$ cat src/rtl/gimli_lwc_block_serializer.sv
// Gimli rate-block to word serializer feeding the LWC output buffer.
// Optional: `define GIMLI_LWC_SERIALIZER_ZERO_PAD_EN zeroes pad bytes.
module gimli_lwc_block_serializer #(
  parameter int G_WIDTH       = 32,
  parameter int G_BLOCK_WIDTH = 128,
  localparam int SW = $clog2(G_BLOCK_WIDTH/8) + 1
) (
  input  logic                     clk_i,
  input  logic                     rst_n_i,
  input  logic [G_BLOCK_WIDTH-1:0] din_i,
  input  logic [SW-1:0]            din_size_i,
  input  logic                     din_last_i,
  input  logic                     din_valid_i,
  output logic                     din_ready_o,
  output logic [G_WIDTH-1:0]       dout_o,
  output logic                     dout_last_o,
  output logic                     dout_valid_o,
  input  logic                     dout_ready_i
);

  localparam int NB  = G_BLOCK_WIDTH / 8;
  localparam int NW  = G_BLOCK_WIDTH / G_WIDTH;
  localparam int BPW = G_WIDTH / 8;
  localparam int RW  = $clog2(NW + 1);

  typedef enum logic {
    IDLE,
    SEND
  } state_e;

  state_e state_q, state_d;

  logic [G_BLOCK_WIDTH-1:0] blk_q;
  logic [RW-1:0]            rem_q;
  logic                     last_q;
  logic [SW-1:0]            sz;
  logic [SW:0]              sz_up;
  logic [RW-1:0]            rem_n;
  logic                     fin;
  logic                     acc;
  logic                     dhs;
  logic                     load;
  logic [G_WIDTH-1:0]       word;

`ifdef GIMLI_LWC_SERIALIZER_ZERO_PAD_EN
  logic [SW-1:0] fb_q;
  logic [SW-1:0] fb_n;
`endif

  always_comb begin
    sz = din_size_i;
    if (din_size_i > SW'(NB)) begin
      sz = SW'(NB);
    end
  end

  // Words needed for the block: ceil(size / bytes-per-word).
  assign sz_up = {1'b0, sz} + (SW+1)'(BPW - 1);
  assign rem_n = RW'(sz_up / (SW+1)'(BPW));

`ifdef GIMLI_LWC_SERIALIZER_ZERO_PAD_EN
  assign fb_n = sz % SW'(BPW);
`endif

  assign fin  = (rem_q == RW'(1));
  assign acc  = din_valid_i & din_ready_o;
  assign dhs  = dout_valid_o & dout_ready_i;
  assign load = acc & (sz != '0);

  always_comb begin
    word = blk_q[G_WIDTH-1:0];
`ifdef GIMLI_LWC_SERIALIZER_ZERO_PAD_EN
    // fb_q==0 means the final word is completely filled.
    for (int j = 0; j < BPW; j++) begin
      if (fin && (fb_q != '0) && (SW'(j) >= fb_q)) begin
        word[8*j +: 8] = 8'h00;
      end
    end
`endif
  end

  always_ff @(posedge clk_i or negedge rst_n_i) begin
    if (!rst_n_i) begin
      state_q <= IDLE;
    end else begin
      state_q <= state_d;
    end
  end

  always_comb begin
    state_d = state_q;
    unique case (state_q)
      IDLE: begin
        if (load) begin
          state_d = SEND;
        end
      end
      SEND: begin
        if (dhs && fin) begin
          state_d = load ? SEND : IDLE;
        end
      end
      default: state_d = IDLE;
    endcase
  end

  always_comb begin
    din_ready_o  = 1'b0;
    dout_valid_o = 1'b0;
    dout_last_o  = 1'b0;
    dout_o       = '0;
    unique case (state_q)
      IDLE: begin
        din_ready_o = 1'b1;
      end
      SEND: begin
        din_ready_o  = fin & dout_ready_i;
        dout_valid_o = 1'b1;
        dout_last_o  = last_q & fin;
        dout_o       = word;
      end
      default: ;
    endcase
  end

  always_ff @(posedge clk_i or negedge rst_n_i) begin
    if (!rst_n_i) begin
      blk_q  <= '0;
      rem_q  <= '0;
      last_q <= 1'b0;
`ifdef GIMLI_LWC_SERIALIZER_ZERO_PAD_EN
      fb_q   <= '0;
`endif
    end else if (load) begin
      blk_q  <= din_i;
      rem_q  <= rem_n;
      last_q <= din_last_i;
`ifdef GIMLI_LWC_SERIALIZER_ZERO_PAD_EN
      fb_q   <= fb_n;
`endif
    end else if (dhs && !fin) begin
      blk_q  <= blk_q >> G_WIDTH;
      rem_q  <= rem_q - RW'(1);
    end
  end

endmodule

$ cat config.mk
export PLATFORM = sky130hd
export DESIGN_NAME = gimli_lwc_block_serializer
export DESIGN_NICKNAME = d
export VERILOG_FILES = /design/src/rtl/gimli_lwc_block_serializer.sv
export SDC_FILE = /design/constraint.sdc
export NUM_CORES = 1
export LEC_CHECK = 0
export ABC_AREA = 1
export ABC_CLOCK_PERIOD_IN_PS = 2300
export CAP_MARGIN = 20
export CELL_PAD_IN_SITES_DETAIL_PLACEMENT = 0
export CELL_PAD_IN_SITES_GLOBAL_PLACEMENT = 2
export CORE_MARGIN = 2
export CORE_UTILIZATION = 27
export CTS_CLUSTER_DIAMETER = 100
export DETAILED_ROUTE_END_ITERATION = 7
export PLACE_DENSITY = 0.84
export REMOVE_ABC_BUFFERS = 1
export SLEW_MARGIN = 20
export SYNTH_ARGS = -nofsm -noshare
export SYNTH_HDL_FRONTEND = slang
export SYNTH_SLANG_ARGS = --single-unit
$ cat constraint.sdc
create_clock -name clk_i -period 2.3 [get_ports clk_i]
set_clock_uncertainty 0.1 [all_clocks]
set_input_delay 0.46 -clock clk_i [delete_from_list [all_inputs] [get_ports clk_i]]
set_output_delay 0.46 -clock clk_i [all_outputs]
set_load 0.1 [all_outputs]
## Word level (Yosys, flattened, before mapping)

Index checks and enable logic that the tools add are counted.
Widths: inputs -> output; s select.

| operators by class | value |
|---|---|
| add/sub/neg operators | 2 |
| multipliers | 0 |
| divide/modulo/power cells | 0 |
| $lt $le $gt $ge | 1 |
| equal/unequal tests | 1 |
| shift-type cells | 0 |
| muxes and demuxes | 12 |
| bitwise gates (word level) | 6 |
| reduce and logical (&&, ||, !) cells | 5 |

Operators by type and width:

| operator | number |
|---|---|
| $mux 128 | 2 |
| $mux 32 | 1 |
| $mux 3 | 2 |
| $add 5x2->5 const B | 1 |
| $and 1x1->1 | 5 |
| $gt 5x5->1 const B | 1 |
| $mux 5 | 1 |
| $reduce_bool 5->1 | 1 |
| $mux 1 | 4 |
| $pmux 1 s2 | 2 |
| $eq 3x1->1 const B | 1 |
| $sub 3x1->3 const B | 1 |
| $logic_and 1x1->1 | 2 |
| $reduce_bool 2->1 | 1 |
| $logic_not 1->1 | 1 |
| $not 1->1 | 1 |

| word-level totals | value |
|---|---|
| bits in registers | 133 |
| latch bits | 0 |
| RAM bits | 0 |
| memory bits (read-only) | 0 |
| input port bits | 138 |
| output and inout port bits | 35 |
| memories | 0 |

## Logic depth before layout (Yosys ltp)

Gate-level depths: netlist of the first run.

| depth | value |
|---|---|
| word-level depth | 8 |
| mapped depth | 11 |
| mapped depth without buffers | 10 |

## Worst setup path before layout of the first run

OpenSTA, ideal clock, no wires.

| timing path | value |
|---|---|
| path type | register -> output |
| from | register state_q |
| to | output port dout_last_o |
| arrival time | 2,540 ps |
| required time | 1,740 ps |
| setup slack | -800 ps |
| stages on the path, launching flop included | 4 |
| path buffers | 1 |
| cells stage by stage | dfrtp_1 -> buf_2 -> nand2_1 -> nor2_1 |

| between the ends | value |
|---|---|
| longest elaborated chain between the ends | 1 |

Ends and longest elaborated chain:

| item | line | text |
|---|---|---|
| start, declared | 31 | `state_e state_q, state_d;` |
| start signal, assigned | 86 | `state_q <= state_d;` |
| $mux 1 | 112 | `unique case (state_q)` |
| end, declared | 16 | `output logic dout_last_o,` |

Every way passes these cells.

## Worst setup path in the final report of the first run

| timing path | value |
|---|---|
| from | register rem_q[1] |
| to | output port dout_last_o |

| between the ends | value |
|---|---|
| longest elaborated chain between the ends | 3 |

Ends and longest elaborated chain:

| item | line | text |
|---|---|---|
| start, declared | 34 | `logic [RW-1:0] rem_q;` |
| start signal, assigned | 136 | `rem_q <= rem_n;` |
| start signal, assigned | 143 | `rem_q <= rem_q - RW'(1);` |
| $eq 3x1->1 | 65 | `assign fin = (rem_q == RW'(1));` |
| $and 1x1->1 | 119 | `dout_last_o = last_q & fin;` |
| $mux 1 | 112 |  |

Every way passes these cells.

==> results of run 1 <==
[power by group through the flow]
stage | Clock, mW | Combinational (mW) | Sequential (mW)
after floorplan | 0 | 3.92 | 3.56
after global placement | 0 | 6.23 | 3.60
after detailed placement | 0 | 6.28 | 3.63
after CTS | 2.55 | 6.30 | 3.59
after global routing | 2.67 | 6.78 | 3.71
final | 2.47 | 6.23 | 3.59
[sequential cells by signal, summed over array words and instances (netlist names)]
signal / flops
blk_q: 128
rem_q: 3
last_q: 1
state_q: 1
[metrics by stage]
| step | cells | util, % | power (mW) | cell area [sq um] |
|---|---|---|---|---|
| after global placement | 1300 | 38.4 | 9.84 | 8990 |
| after detailed placement | 1300 | 38.4 | 9.92 | 8990 |
| after global routing | 1331 | 40.8 | 13.2 | 9550 |
| after CTS | 1331 | 40.7 | 12.4 | 9530 |
| final | 1331 | 40.8 | 12.3 | 9550 |
| after floorplan | 785 | - | 7.47 | 6120 |
[cell type report]
| cell class | count | area (sq um) | share of cell area (%) |
|---|---|---|---|
| Timing Repair Buffer | 197 | 2460 | 25.8 |
| Clock buffer | 20 | 437 | 4.57 |
| Clock inverter | 10 | 86.3 | 0.904 |
| Inverter | 106 | 398 | 4.17 |
| Tap cell | 319 | 399 | 4.18 |
| Multi-Input combinational cell | 546 | 2440 | 25.5 |
| Sequential cell | 133 | 3330 | 34.9 |
[critical path: cells and delay by family (launching register included)]
| family | cells | cell delay (ns) |
|---|---|---|
| DFF | 1 | 0.37 |
| buffers and inverters | 2 | 0.33 |
| and+or+nand+nor | 2 | 0.32 |
| adders and majority gates | 1 | 0.18 |
[cells in the mapped netlist, drive strengths merged]
cell type | instances | area (sq um)
nand2 | 299 | 1120
nand3 | 166 | 831
dfrtp | 133 | 3330
inv | 106 | 398
o21ai | 67 | 335
buf | 46 | 255
clkbuf | 9 | 33.8
nor2 | 6 | 32.5
a21oi | 3 | 18.8
ha | 2 | 25.0
or2 | 1 | 6.26
xnor2 | 1 | 8.76
xor2 | 1 | 8.76
[final timing paths]
kind,end,slack (ns),cells past startpoint
max,dout_last_o,0.13,5
min,blk_q[81],0.39,2
min reg2reg,blk_q[81],0.39,2
max reg2reg,blk_q[96],0.44,8
max in group asynchronous,blk_q[95],1.01,3
min in group asynchronous,blk_q[25],0.46,2
[kinds of logic after synthesis]
kind of cell | synth area share [%]
AND/OR/NAND/NOR | 31.1
buffers and inverters | 10.7
flip-flops | 52.0
AO/OA/AOI/OAI | 5.53
XOR/XNOR | 0.273
adder cells (fa/ha/maj) | 0.391
[metal layers]
layer  track usage (%)  wire length, microns  up-vias
li1                  -                     -     2950
met1              21.5                  9190     2667
met2              23.6                  8090      140
met3              4.27                   927       13
met4              3.35                   170        0
met5                 0                     0        -
[what timing repair did]
action / CTS / global route
hold buffers: 1 / 0
setup endpoints to repair: 14 / 9
hold endpoints to repair: 44 / 0
resized for setup: 1 / 4
==> impl_metrics.py, run 1 <==
metrics = {
    "outcome": {
        "status": "finished, final reports clean",
    },
    "clock_tree": {
        "post_cts_buffers": 0,
        "clk_pin_slew_ns": 0.06,
        "cts_root_buffer": "clkbuf_16",
        "cts_tree": "done",
        "htree_num_levels": 4,
        "clk_latency_ns": 0.41,
        "cts_buffers": 17,
        "cts_buffer_depth": 2,
        "clock-sinks": 133,
    },
    "timing": {
        "finalHoldViolCount": 0,
        "tns_ns": 0,
        "setup_viol": 0,
        "drv_slew": 0,
        "worst_pin_slew_ns": 0.476,
        "fmax_ghz": 0.460,
        "fin_crit_sh_pct": 94.4,
        "slew_headroom_pct": 68.3,
        "rsz0062_at_grt": "false",
        "worst_slack_ns": 0.128,
        "whs_ns": 0.386,
        "fin_crit_ns": 2.17,
    },
    "cells_and_area": {
        "mostFrequentLayoutCell": "nand2_1",
        "drive_above_1_share_pct": 9.78,
        "num_antenna_cells": 0,
        "final_cell_mix": "nand2_1, nand3_1, clkdlybuf4s50_1",
        "final_nets": 1141,
        "fillers": 2451,
        "synthToLayoutAreaGrowth_pct": 49.0,
    },
    "place": {
        "gp_congestion": 0.773,
        "io_buffers": 172,
        "place_hpwl_microns": 12400,
        "post-place-ws_ns": 0.0876,
    },
    "global_route": {
        "antenna_found_initial": 0,
        "grt_pass1_wl_microns": 29900,
        "grt_usage_pct": 15.3,
        "grt_max_degree": 60,
        "grt_pass1_vias": 5717,
        "overflow": 0,
    },
    "hold_path": {
        "holdCritStartpoint": "blk_q[113]",
        "hold_path.class": "flop to flop",
    },
    "logic_synthesis": {
        "synth-seq-area-share_pct": 52.0,
        "netlist_area_sq_um": 6410,
        "syn-instance-count": 840,
        "synth_seq_cells": 133,
        "ys_types": 22,
        "ys_warn_count": 0,
        "syn_avg_cell_area_sq_um": 7.63,
    },
    "die": {
        "coreArea_sq_um": 23400,
        "die_h_microns": 158,
        "die_area_sq_um": 25000,
        "start_util_pct": 27.4,
        "dieWidth_microns": 158,
        "rows": 56,
        "num_io_pins": 173,
    },
    "route": {
        "antenna_left": 0,
        "drtIter0Drc": 314,
        "routed_wirelength_microns": 18400,
        "drt-wirelength-per-cell_microns": 13.8,
        "firstDrtPassIters": 4,
        "vias": 5770,
        "via_per_inst": 4.34,
        "drt_drc_violations_left": 0,
    },
    "critical_path": {
        "worst_setup_path_end_kind": "output pin",
        "worstPathRequired_ns": 1.74,
        "r2r-start": "rem_q[1]",
        "slowest_delay_ns": 0.37,
        "cp_cell_sequence": "inv_1 > ha_4 > nand2_1 > nor2_1 > buf_12",
        "worstPathMaxFanout": 3,
        "arrival_ns": 1.61,
        "critPathKind": "flop to output pin",
        "crit_path_start": "rem_q[1]",
        "slowest_stage": "dfrtp_1",
        "start_kind": "flop",
    },
    "pwr": {
        "p_int_mw": 6.94,
        "ir_drop_v": 0.000592,
        "p_sw_mw": 5.34,
        "p_comb_share_pct": 50.7,
        "p_leak_nw": 4.86,
        "pwr-share-clk_pct": 20.1,
        "powerDensity_nw_per_um2": 1290,
        "power_frac_seq_pct": 29.3,
        "switching_share_pct": 43.5,
    },
    "flow_run": {
        "maxCapViolations": 0,
    },
}
Note: power is estimated with default switching activity, not from simulation.
==> inputs of run 2 (changes only) <==
--- a/config.mk
+++ b/config.mk
@@ -7,7 +7,6 @@
 export LEC_CHECK = 0
 export ABC_AREA = 1
 export ABC_CLOCK_PERIOD_IN_PS = 2300
-export CAP_MARGIN = 20
 export CELL_PAD_IN_SITES_DETAIL_PLACEMENT = 0
 export CELL_PAD_IN_SITES_GLOBAL_PLACEMENT = 2
 export CORE_MARGIN = 2
==> results of run 2 <==
No change in the layout: final DEF, timing and power equal those of run 1.
==> inputs of run 3 (changes only) <==
--- a/config.mk
+++ b/config.mk
@@ -15,6 +15,7 @@
 export DETAILED_ROUTE_END_ITERATION = 7
 export PLACE_DENSITY = 0.84
 export REMOVE_ABC_BUFFERS = 1
+export SETUP_SLACK_MARGIN = 0.02
 export SLEW_MARGIN = 20
 export SYNTH_ARGS = -nofsm -noshare
 export SYNTH_HDL_FRONTEND = slang
==> run 3 against run 2 <==
Core utilization up 0.080 points. Fmax about the same. Flip-flop and latch count unchanged. Clock power about the same. Cell count up 0.23%. Setup slack about the same. Design area up 0.20%. Combinational power about the same. Non-clock buffer count up 3. First-iteration DRC count down 9.2%. Critical endpoint unchanged.
==> impl_metrics.py, run 3 (synthesis results as in run 1) <==
metrics = {
    "cells_and_area": {
        "synthToLayoutAreaGrowth_pct": 49.3,
        "drive_above_1_share_pct": 10.0,
        "final_cell_mix": "nand2_1, nand3_1, clkdlybuf4s50_1",
        "final_nets": 1144,
        "largest_reg_flops": 128,
        "mostFrequentLayoutCell": "nand2_1",
        "num_antenna_cells": 0,
        "top_register": "blk_q",
        "reg_top3": "blk_q x128, rem_q x3",
    },
    "timing": {
        "slew_headroom_pct": 68.2,
        "drv_slew": 0,
        "worst_slack_ns": 0.128,
        "worst_pin_slew_ns": 0.477,
        "rsz0062_at_grt": "false",
        "setup_viol": 0,
        "whs_ns": 0.386,
        "finalHoldViolCount": 0,
        "fin_crit_ns": 2.17,
        "fmax_ghz": 0.460,
        "fin_crit_sh_pct": 94.4,
    },
    "hold_path": {
        "worstHoldEndpoint": "blk_q[81]",
        "hold_path.class": "flop to flop",
        "holdCritStartpoint": "blk_q[113]",
        "min_path_cells": 2,
    },
    "critical_path": {
        "worstReg2RegEnd": "blk_q[96]",
        "critPathBufInv": 2,
        "cp_top_family": "flip-flops",
        "cp_cell_sequence": "inv_1 > ha_4 > nand2_1 > nor2_1 > buf_12",
        "cp.depth": 5,
        "critPathKind": "flop to output pin",
        "worstPathMaxFanout": 3,
        "slowest_delay_ns": 0.37,
        "arrival_ns": 1.61,
        "start_kind": "flop",
        "slowest_stage": "dfrtp_1",
        "reg2regPathDepth": 8,
        "worstPathRequired_ns": 1.74,
        "worst_setup_path_end_kind": "output pin",
        "r2r-start": "rem_q[1]",
        "r2r_slack_ns": 0.44,
    },
    "route": {
        "firstDrtPassIters": 4,
        "drt_drc_violations_left": 0,
        "antenna_left": 0,
        "routed_wirelength_microns": 18400,
        "drtIter0Drc": 285,
        "vias": 5800,
        "via_per_inst": 4.35,
        "drt-wirelength-per-cell_microns": 13.8,
    },
    "pwr": {
        "p_leak_nw": 4.87,
        "powerDensity_nw_per_um2": 1290,
        "ir_drop_v": 0.000593,
    },
    "clock_tree": {
        "clk_pin_slew_ns": 0.06,
        "cts_tree": "done",
        "clk_latency_ns": 0.41,
        "cts_root_buffer": "clkbuf_16",
        "htree_num_levels": 4,
        "cts_buffers": 17,
        "clock-sinks": 133,
        "cts_buffer_depth": 2,
    },
    "place": {
        "io_buffers": 172,
        "gp_congestion": 0.773,
        "place_hpwl_microns": 12400,
        "post-place-ws_ns": 0.0876,
    },
    "die": {
        "die_area_sq_um": 25000,
        "die_h_microns": 158,
        "dieWidth_microns": 158,
        "rows": 56,
        "start_util_pct": 27.4,
        "coreArea_sq_um": 23400,
        "num_io_pins": 173,
    },
    "global_route": {
        "grt_usage_pct": 15.3,
        "overflow": 0,
        "grt_max_degree": 60,
        "grt_pass1_vias": 5717,
        "grt_pass1_wl_microns": 29900,
        "antenna_found_initial": 0,
    },
    "flow_run": {
        "maxCapViolations": 0,
    },
    "outcome": {
        "status": "finished, final reports clean",
    },
}
run 3: changes by cell type in the layout (fill, tap and decap cells not counted), sizes merged:
cell,delta
buf,+3
run 3: metal layers:
| metal | up-vias | global-route usage [%] | wire (microns) |
|---|---|---|---|
| met5 | - | 0 | 0 |
| met4 | 0 | 3.35 | 170 |
| met3 | 13 | 4.27 | 975 |
| met2 | 143 | 23.6 | 8120 |
| met1 | 2687 | 21.5 | 9120 |
| li1 | 2957 | - | - |
run 3: per-stage QoR:
step,total power [mW],area (sq um),instances,util (%),TNS (ns)
floorplan,7.47,6120,785,-,-427.87
detailed placement,9.92,8990,1300,38.4,0
global placement,9.84,8990,1300,38.4,0
CTS,12.4,9530,1331,40.7,0
global route,13.2,9570,1334,40.9,0
finish,12.3,9570,1334,40.9,0
run 3: worst max-delay path by stage:
stage                        from           to  slack, ns
floorplan                 state_q    blk_q[96]      -3.88
global placement    din_size_i[2]    blk_q[35]       0.09
detailed placement  din_size_i[3]    blk_q[54]       0.09
CTS                      rem_q[1]  dout_last_o       0.02
global route             rem_q[1]  dout_last_o       0.04
finish                   rem_q[1]  dout_last_o       0.13
run 3: final cells by class:
cell class              instances  area (sq um)
fillers                      2454         13800
flip-flops and latches        133          3330
repair buffers                200          2480
multi-input cells             546          2440
clock buffers                  20           437
well taps                     319           399
inverters                     106           398
clock inverters                10          86.3
run 3: repair_timing:
action,in CTS,in global routing
setup buffers,0,3
gates cloned,0,0
endpoints found under the hold margin,44,0
hold buffers,1,0
setup endpoints to repair,16,17
gates resized for setup,1,3
run 3: worst reg2reg max path, stage by stage (launching register included):
cell and delay, ns:
dfrtp_1 0.37, inv_1 0.13, ha_4 0.18, nand2_1 0.12
nand3_4 0.12, buf_12 0.25, nand2_1 0.15, buf_4 0.20
o21ai_0 0.15
run 3: report_power, final:
| group | total [mW] | switching [mW] | internal (mW) |
|---|---|---|---|
| clock | 2.47 | 1.00 | 1.46 |
| combinational | 6.25 | 3.94 | 2.32 |
| sequential | 3.58 | 0.410 | 3.17 |
